$ cat src/rtl/sm3_compress_if.sv
// ---------------------------------------------------------------------------
// sm3_compress_if
//   Bundles the start handshake, the dual read port into the message
//   expansion stage and the hash result of the SM3 compression stage.
//
//   master : upstream/expansion side (drives start, first, extend_valid and
//            the read data returned for the requested addresses)
//   slave  : compression core (drives read addresses, ready, hash, valid)
//
//   i_start        pulse, schedule for one block is ready
//   i_first        sampled with i_start, 1 = first block of a message
//   i_extend_valid expansion stage holds a complete W/W' schedule
//   o_rd_addr0     W_j address
//   o_rd_addr1     W'_j address
//   i_rd_data0     W_j, combinational from o_rd_addr0
//   i_rd_data1     W'_j, combinational from o_rd_addr1
//   o_ready        core idle, start accepted
//   o_hash         current V, A in [255:224] ... H in [31:0]
//   o_hash_valid   one-cycle pulse when o_hash updates
// ---------------------------------------------------------------------------
interface sm3_compress_if #(
  parameter int ADDR_W = 8
);
  logic              i_start;
  logic              i_first;
  logic              i_extend_valid;
  logic [ADDR_W-1:0] o_rd_addr0;
  logic [ADDR_W-1:0] o_rd_addr1;
  logic [31:0]       i_rd_data0;
  logic [31:0]       i_rd_data1;
  logic              o_ready;
  logic [255:0]      o_hash;
  logic              o_hash_valid;

  modport master (
    output i_start, i_first, i_extend_valid, i_rd_data0, i_rd_data1,
    input  o_rd_addr0, o_rd_addr1, o_ready, o_hash, o_hash_valid
  );

  modport slave (
    input  i_start, i_first, i_extend_valid, i_rd_data0, i_rd_data1,
    output o_rd_addr0, o_rd_addr1, o_ready, o_hash, o_hash_valid
  );
endinterface

$ cat src/rtl/sm3_compress.sv
// ---------------------------------------------------------------------------
// sm3_compress
//   SM3 compression function CF. On an accepted start it reads W_j / W'_j
//   (j = 0..63) from the expansion stage, runs the 64 rounds and produces
//   V(i+1) = CF(V(i), B(i)). A first block chains from the SM3 IV instead of
//   the previous result. The value left on o_hash after the last block is
//   the digest.
//
//   Ports:
//     i_clk  clock
//     i_rst  synchronous active-high reset
//     bus    sm3_compress_if.slave (handshake, read port, hash result)
//
//   Parameters:
//     W_PRIME_BASE  address of W'_0 in the expansion stage
//     ADDR_W        read address width
//
//   Build option:
//     SM3_CF_TWO_CYCLE_ROUND_EN  split every round into two cycles
//       (ROUND computes and registers TT1/TT2, ROUND_B updates A..H),
//       giving a shorter critical path and start-to-valid latency 130
//       instead of 66.
// ---------------------------------------------------------------------------
module sm3_compress #(
  parameter int W_PRIME_BASE = 68,
  parameter int ADDR_W       = 8
) (
  input  logic          i_clk,
  input  logic          i_rst,
  sm3_compress_if.slave bus
);

  localparam logic [255:0] IV = {32'h7380166f, 32'h4914b2b9, 32'h172442d7, 32'hda8a0600,
                                 32'ha96f30bc, 32'h163138aa, 32'he38dee4d, 32'hb0fb0e4e};
  localparam logic [31:0]  T_LO = 32'h79cc4519;
  localparam logic [31:0]  T_HI = 32'h7a879d8a;

  // ROUND_B is only entered when rounds are split over two cycles
  typedef enum logic [2:0] {IDLE, LOAD, ROUND, ROUND_B, FINAL} state_t;

  function automatic logic [31:0] rotl(input logic [31:0] x, input logic [4:0] n);
    // a zero rotate shifts the right half out completely, leaving x
    return (x << n) | (x >> (6'd32 - {1'b0, n}));
  endfunction

  function automatic logic [31:0] p0(input logic [31:0] x);
    return x ^ rotl(x, 5'd9) ^ rotl(x, 5'd17);
  endfunction

  state_t      state_q, state_d;
  logic [5:0]  j_q, j_d;
  logic [31:0] a_q, b_q, c_q, d_q, e_q, f_q, g_q, h_q;
  logic [31:0] a_d, b_d, c_d, d_d, e_d, f_d, g_d, h_d;
  logic        first_q, first_d;
  logic [255:0] hash_q, hash_d;
  logic        valid_q, valid_d;
`ifdef SM3_CF_TWO_CYCLE_ROUND_EN
  logic [31:0] tt1_q, tt1_d, tt2_q, tt2_d;
`endif

  logic [31:0] a12, tj, ffv, ggv, ss1, ss2, tt1, tt2;
  logic [31:0] updTt1, updTt2;
  logic        doUpdate;
  logic        inRound;
  logic [255:0] vIn;

  // The chaining value is never stored separately: o_hash only changes in
  // FINAL, so during a block it still holds V(i) unless this is a first block.
  assign vIn = first_q ? IV : hash_q;

  // Round arithmetic for the current j, fed by the combinational read data
  always_comb begin
    a12 = rotl(a_q, 5'd12);
    if (j_q < 6'd16) begin
      tj  = T_LO;
      ffv = a_q ^ b_q ^ c_q;
      ggv = e_q ^ f_q ^ g_q;
    end else begin
      tj  = T_HI;
      ffv = (a_q & b_q) | (a_q & c_q) | (b_q & c_q);
      ggv = (e_q & f_q) | (~e_q & g_q);
    end
    ss1 = rotl(a12 + e_q + rotl(tj, j_q[4:0]), 5'd7);
    ss2 = ss1 ^ a12;
    tt1 = ffv + d_q + ss2 + bus.i_rd_data1;
    tt2 = ggv + h_q + ss1 + bus.i_rd_data0;
  end

  // In the split build SS1/SS2 only feed TT1/TT2, so holding the two sums
  // is enough for the second cycle
`ifdef SM3_CF_TWO_CYCLE_ROUND_EN
  assign updTt1 = tt1_q;
  assign updTt2 = tt2_q;
`else
  assign updTt1 = tt1;
  assign updTt2 = tt2;
`endif

  // Next-state and datapath control
  always_comb begin
    state_d  = state_q;
    j_d      = j_q;
    a_d = a_q; b_d = b_q; c_d = c_q; d_d = d_q;
    e_d = e_q; f_d = f_q; g_d = g_q; h_d = h_q;
    first_d  = first_q;
    hash_d   = hash_q;
    valid_d  = 1'b0;
    doUpdate = 1'b0;
`ifdef SM3_CF_TWO_CYCLE_ROUND_EN
    tt1_d = tt1_q;
    tt2_d = tt2_q;
`endif
    case (state_q)
      IDLE: begin
        if (bus.i_start && bus.i_extend_valid) begin
          first_d = bus.i_first;
          state_d = LOAD;
        end
      end
      LOAD: begin
        {a_d, b_d, c_d, d_d, e_d, f_d, g_d, h_d} = vIn;
        j_d     = 6'd0;
        state_d = ROUND;
      end
      ROUND: begin
`ifdef SM3_CF_TWO_CYCLE_ROUND_EN
        tt1_d   = tt1;
        tt2_d   = tt2;
        state_d = ROUND_B;
`else
        doUpdate = 1'b1;
`endif
      end
`ifdef SM3_CF_TWO_CYCLE_ROUND_EN
      ROUND_B: begin
        doUpdate = 1'b1;
        state_d  = ROUND;
      end
`endif
      FINAL: begin
        hash_d  = vIn ^ {a_q, b_q, c_q, d_q, e_q, f_q, g_q, h_q};
        valid_d = 1'b1;
        state_d = IDLE;
      end
      default: state_d = IDLE;
    endcase

    // Shared register rotation at the end of each round
    if (doUpdate) begin
      d_d = c_q;
      c_d = rotl(b_q, 5'd9);
      b_d = a_q;
      a_d = updTt1;
      h_d = g_q;
      g_d = rotl(f_q, 5'd19);
      f_d = e_q;
      e_d = p0(updTt2);
      j_d = j_q + 6'd1;
      if (j_q == 6'd63) begin
        state_d = FINAL;
      end
    end
  end

  // State and datapath registers, synchronous reset
  always_ff @(posedge i_clk) begin
    if (i_rst) begin
      state_q <= IDLE;
      j_q     <= 6'd0;
      a_q <= '0; b_q <= '0; c_q <= '0; d_q <= '0;
      e_q <= '0; f_q <= '0; g_q <= '0; h_q <= '0;
      first_q <= 1'b0;
      hash_q  <= IV;
      valid_q <= 1'b0;
`ifdef SM3_CF_TWO_CYCLE_ROUND_EN
      tt1_q <= '0;
      tt2_q <= '0;
`endif
    end else begin
      state_q <= state_d;
      j_q     <= j_d;
      a_q <= a_d; b_q <= b_d; c_q <= c_d; d_q <= d_d;
      e_q <= e_d; f_q <= f_d; g_q <= g_d; h_q <= h_d;
      first_q <= first_d;
      hash_q  <= hash_d;
      valid_q <= valid_d;
`ifdef SM3_CF_TWO_CYCLE_ROUND_EN
      tt1_q <= tt1_d;
      tt2_q <= tt2_d;
`endif
    end
  end

  // Addresses follow j only while rounds run, otherwise sit at the reset values
  assign inRound        = (state_q == ROUND) || (state_q == ROUND_B);
  assign bus.o_rd_addr0 = inRound ? ADDR_W'(j_q) : '0;
  assign bus.o_rd_addr1 = inRound ? ADDR_W'(W_PRIME_BASE + int'(j_q)) : ADDR_W'(W_PRIME_BASE);
  assign bus.o_ready    = (state_q == IDLE);
  assign bus.o_hash     = hash_q;
  assign bus.o_hash_valid = valid_q;

endmodule

$ cat src/flat_wrapper.sv
// flat-port wrapper written by rule: the top's interface ports become plain ports
module sm3_compress_flat 
#(
  parameter int W_PRIME_BASE = 68,
  parameter int ADDR_W       = 8
)
  (i_clk, i_rst, bus_i_start, bus_i_first, bus_i_extend_valid, bus_i_rd_data0, bus_i_rd_data1, bus_o_rd_addr0, bus_o_rd_addr1, bus_o_ready, bus_o_hash, bus_o_hash_valid);
  sm3_compress_if #(.ADDR_W(ADDR_W)) bus_i ();
  input  logic i_clk;
  input  logic i_rst;
  input wire logic [$bits(bus_i.i_start)-1:0] bus_i_start;
  input wire logic [$bits(bus_i.i_first)-1:0] bus_i_first;
  input wire logic [$bits(bus_i.i_extend_valid)-1:0] bus_i_extend_valid;
  input wire logic [$bits(bus_i.i_rd_data0)-1:0] bus_i_rd_data0;
  input wire logic [$bits(bus_i.i_rd_data1)-1:0] bus_i_rd_data1;
  output wire logic [$bits(bus_i.o_rd_addr0)-1:0] bus_o_rd_addr0;
  output wire logic [$bits(bus_i.o_rd_addr1)-1:0] bus_o_rd_addr1;
  output wire logic [$bits(bus_i.o_ready)-1:0] bus_o_ready;
  output wire logic [$bits(bus_i.o_hash)-1:0] bus_o_hash;
  output wire logic [$bits(bus_i.o_hash_valid)-1:0] bus_o_hash_valid;
  assign bus_i.i_start = bus_i_start;
  assign bus_i.i_first = bus_i_first;
  assign bus_i.i_extend_valid = bus_i_extend_valid;
  assign bus_i.i_rd_data0 = bus_i_rd_data0;
  assign bus_i.i_rd_data1 = bus_i_rd_data1;
  assign bus_o_rd_addr0 = bus_i.o_rd_addr0;
  assign bus_o_rd_addr1 = bus_i.o_rd_addr1;
  assign bus_o_ready = bus_i.o_ready;
  assign bus_o_hash = bus_i.o_hash;
  assign bus_o_hash_valid = bus_i.o_hash_valid;
  sm3_compress #(.W_PRIME_BASE(W_PRIME_BASE), .ADDR_W(ADDR_W)) u_core (.i_clk(i_clk), .i_rst(i_rst), .bus(bus_i));
endmodule
$ cat config.mk
export PLATFORM = sky130hd
export DESIGN_NAME = sm3_compress_flat
export DESIGN_NICKNAME = d
export VERILOG_FILES = /design/src/rtl/sm3_compress_if.sv /design/src/rtl/sm3_compress.sv /design/src/flat_wrapper.sv
export SDC_FILE = /design/constraint.sdc
export NUM_CORES = 2
export LEC_CHECK = 0
export ABC_AREA = 1
export CORE_MARGIN = 10
export CORE_UTILIZATION = 35
export DETAILED_ROUTE_END_ITERATION = 8
export HOLD_SLACK_MARGIN = 0.06
export PLACE_DENSITY = 0.58
export SKIP_CTS_REPAIR_TIMING = 1
export SYNTH_ARGS = -nofsm -noshare
export SYNTH_HDL_FRONTEND = slang
export SYNTH_SLANG_ARGS = --single-unit
$ cat constraint.sdc
create_clock -name i_clk -period 14 [get_ports i_clk]
set_input_delay 1.4 -clock i_clk [delete_from_list [all_inputs] [get_ports i_clk]]
set_output_delay 1.4 -clock i_clk [all_outputs]
set_load 0.005 [all_outputs]
==> impl_metrics.py <==
metrics = {
    "outcome": {
        "status": "complete, no violations",
    },
    "placed_design": {
        "placement.io_buffers": 340,
        "dpl.hpwl_mm": 146,
        "placed_area_um2": 42300,
        "place_ws_ns": 4.76,
        "gp_routability_congestion": 1.05,
    },
    "die": {
        "die_w_um": 349,
        "die_y_um": 349,
        "num_rows": 120,
        "core_um2": 107000,
        "dieArea_um2": 122000,
        "initial_utilization_pct": 35.3,
        "io_pins": 343,
    },
    "route": {
        "drt-total-wl_mm": 191,
        "drt_iter0_markers": 4827,
        "dr_total_vias": 40900,
        "drcViolationCount": 0,
        "first_pass_iters": 7,
        "via_per_inst": 5.71,
        "ant_nets": 0,
        "routedWlPerCell_um": 26.6,
    },
    "setup_path": {
        "start_kind": "flop",
        "critPathMaxStageDelay_ns": 0.61,
        "reg2reg_slack_ns": 4.57,
        "critical_path.most_common_cell": "nand2_1",
        "ff2ff_path_depth": 38,
        "arrival_ns": 9.93,
        "cp-end-kind": "flop",
        "worstSetupPathType": "flop to flop",
        "slowest_stage": "a31oi_1",
        "r2r_end": "u_core.a_q[26]",
        "critPathMaxFanout": 30,
        "worstPathRequired_ns": 14.50,
        "rr_startpoint": "u_core.j_q[1]",
    },
    "cells_and_area": {
        "design_area_um2": 44500,
        "num_antenna_cells": 0,
        "nets": 6063,
        "syn_to_final_growth_pct": 17.5,
        "drive_gt1_share_pct": 4.03,
    },
    "timing": {
        "timing.fmax_mhz": 106,
        "setup_violations": 0,
        "final_hold_viol_count": 0,
        "tns_ns": 0,
        "finalCritPeriodShare_pct": 67.3,
        "setup_ws_ns": 4.57,
        "period_minus_slack_ns": 9.43,
        "relSlewSlack_pct": 19.1,
        "max_slew.worst_pin.slew_ns": 1.21,
        "drv_slew": 0,
        "skew_ns": 0.0598,
        "rsz0062_at_grt": "no",
    },
    "power": {
        "leakage_uw": 0.0185,
        "p_per_area_nw_per_um2": 245,
        "ir_drop_v": 0.000162,
    },
    "clock_tree": {
        "clock-sinks": 523,
        "clockRootBuffer": "clkbuf_16",
        "htreeDepth": 3,
        "clock_latency_ns": 0.67,
        "clk_pin_slew_ns": 0.06,
        "tritoncts": "built",
        "cts_made_buffers": 67,
        "cts_buffer_depth": 3,
    },
    "run": {
        "drv_cap": 0,
    },
    "min_path": {
        "min_path_type": "flop to flop",
        "hold_end": "u_core.bus.o_hash[133]",
        "min_from": "u_core.d_q[5]",
        "hold_path_depth": 2,
    },
    "logic_synthesis": {
        "yosysTopAreaCellShare_pct": 27.7,
        "yosys-top-cells-area": "dfxtp_1 (28%), a21oi_1 (11%), nand2_1 (10%), fa_1 (9.9%), o21ai_0 (8.2%)",
        "synth-edff-count": 0,
        "synth_top_area_cell": "dfxtp_1",
        "ys.warnings.count": 0,
        "synth_area_um2": 37800,
        "syn_inst": 5546,
        "synth.yosys.seq_area_share_pct": 27.7,
        "synth.distinct_cells": 59,
        "ys.flop_type": "dfxtp_1",
        "synth.avg_cell_area_um2": 6.82,
        "synthArstFlopShare_pct": 0,
        "ys_seq_elements": 523,
    },
    "grt": {
        "grt_max_degree": 201,
        "antenna_found_initial": 5,
        "use_met3_pct": 5.93,
        "met2_usage_pct": 46.3,
        "first_global_vias": 37000,
        "top_usage_layer": "met2",
        "grt_first_pass_wirelength_mm": 270,
        "met1_usage_pct": 41.1,
        "grt_usage_pct": 29.9,
        "grt_overflow_total": 0,
    },
}
## flip-flops by register name (all words and copies together), names as in the netlist
name	count
u_core.b_q	32
u_core.bus.o_hash_valid	1
u_core.j_q	6
u_core.g_q	32
u_core.f_q	32
u_core.state_q	3
u_core.h_q	32
u_core.bus.o_hash	256
u_core.a_q	32
u_core.e_q	32
u_core.first_q	1
u_core.d_q	32
u_core.c_q	32
## worst max-delay path by stage
stage / start / depth (start not counted) / end / slack [ns]
floorplan: u_core.j_q[4] / 42 / u_core.e_q[18] / 6.87
global placement: u_core.j_q[1] / 36 / u_core.e_q[18] / 4.69
detailed placement: u_core.j_q[1] / 36 / u_core.e_q[18] / 4.76
CTS: u_core.j_q[1] / 36 / u_core.e_q[9] / 4.72
global route: u_core.j_q[1] / 44 / u_core.e_q[30] / 3.91
finish: u_core.j_q[1] / 38 / u_core.a_q[26] / 4.57
## cells in the final DEF, fill, tap and decap left out, drive strengths merged, types with 5 or more instances in the layout
master         count
a31oi             54
a21o              14
o21ai            634
a221oi             5
clkinv            20
nand2           1035
o32ai             67
a21oi            821
nand4             33
a22oi              5
fa               188
nand3            283
o22ai             26
nor3              25
mux2i             10
dfxtp            523
o221ai            25
or2                8
buf               54
xor2              91
ha               103
o21bai            12
o211ai            73
xnor2             32
clkdlybuf4s50    339
nor4               5
nor2             338
o31ai             18
clkbuf            93
o221a             14
inv              768
## report_power, final
part | internal, µW | switching, µW
Sequential | 1560 | 150
Combinational | 2210 | 5220
Clock | 985 | 763
## kinds of logic (layout without fill, tap and decap cells)
group	count (synthesis)	after routing	share of synthesized area [%]
AOI/OAI and AO/OA	1786	1786	26.1
xor gates and xnor gates	124	124	2.95
adders and majority gates	291	291	13.4
buffers and inverters	1073	1278	10.8
DFF	523	523	27.7
muxes	10	10	0.264
other	1	2	0.00991
and+or+nand+nor	1738	1738	18.8
## cell usage after synthesis (all sizes together) (67+ instances only)
library cell	count
a21oi	821
nand3	283
ha	103
dfxtp	523
nand2	1035
o32ai	67
nor2	338
clkbuf	236
buf	70
inv	764
o211ai	73
xor2	91
o21ai	634
fa	188
## worst max-delay path: cells and delay by family (launching register included)
kind            cells  cell delay [ns]
simple gates       15             2.32
buf+inv             7             1.27
compound gates     10             2.57
fa+ha+maj           6             2.52
flops               1             0.58
## per-stage QoR
step	hold WS [ns]	utilization [%]	total power (µW)	instances
6_report	0.494	41.5	10900	7155
5_1_grt	0.508	41.5	11600	7155
4_1_cts	0.484	41.5	10700	7155
3_5_place_dp	0.484	39.5	8940	7037
3_3_place_gp	0.469	39.5	9000	7037
2_1_floorplan	0.458	-	6490	5547
## final cells by class
class / count / area, µm²
clock buffers: 93 / 1920
repair buffers: 393 / 3840
flip-flops and latches: 523 / 10500
multi-input cells: 3951 / 23300
inverters: 767 / 2900
clock inverters: 25 / 239
fillers: 11300 / 62700
well taps: 1403 / 1760
## layer usage
layer	part of all wire, %	vias to the layer above
met3	9.3	288
li1	-	18800
met1	43	19800
met2	44	1993
met4	3.9	2
met5	0.0068	-
Note: power is estimated with default switching activity, not from simulation.
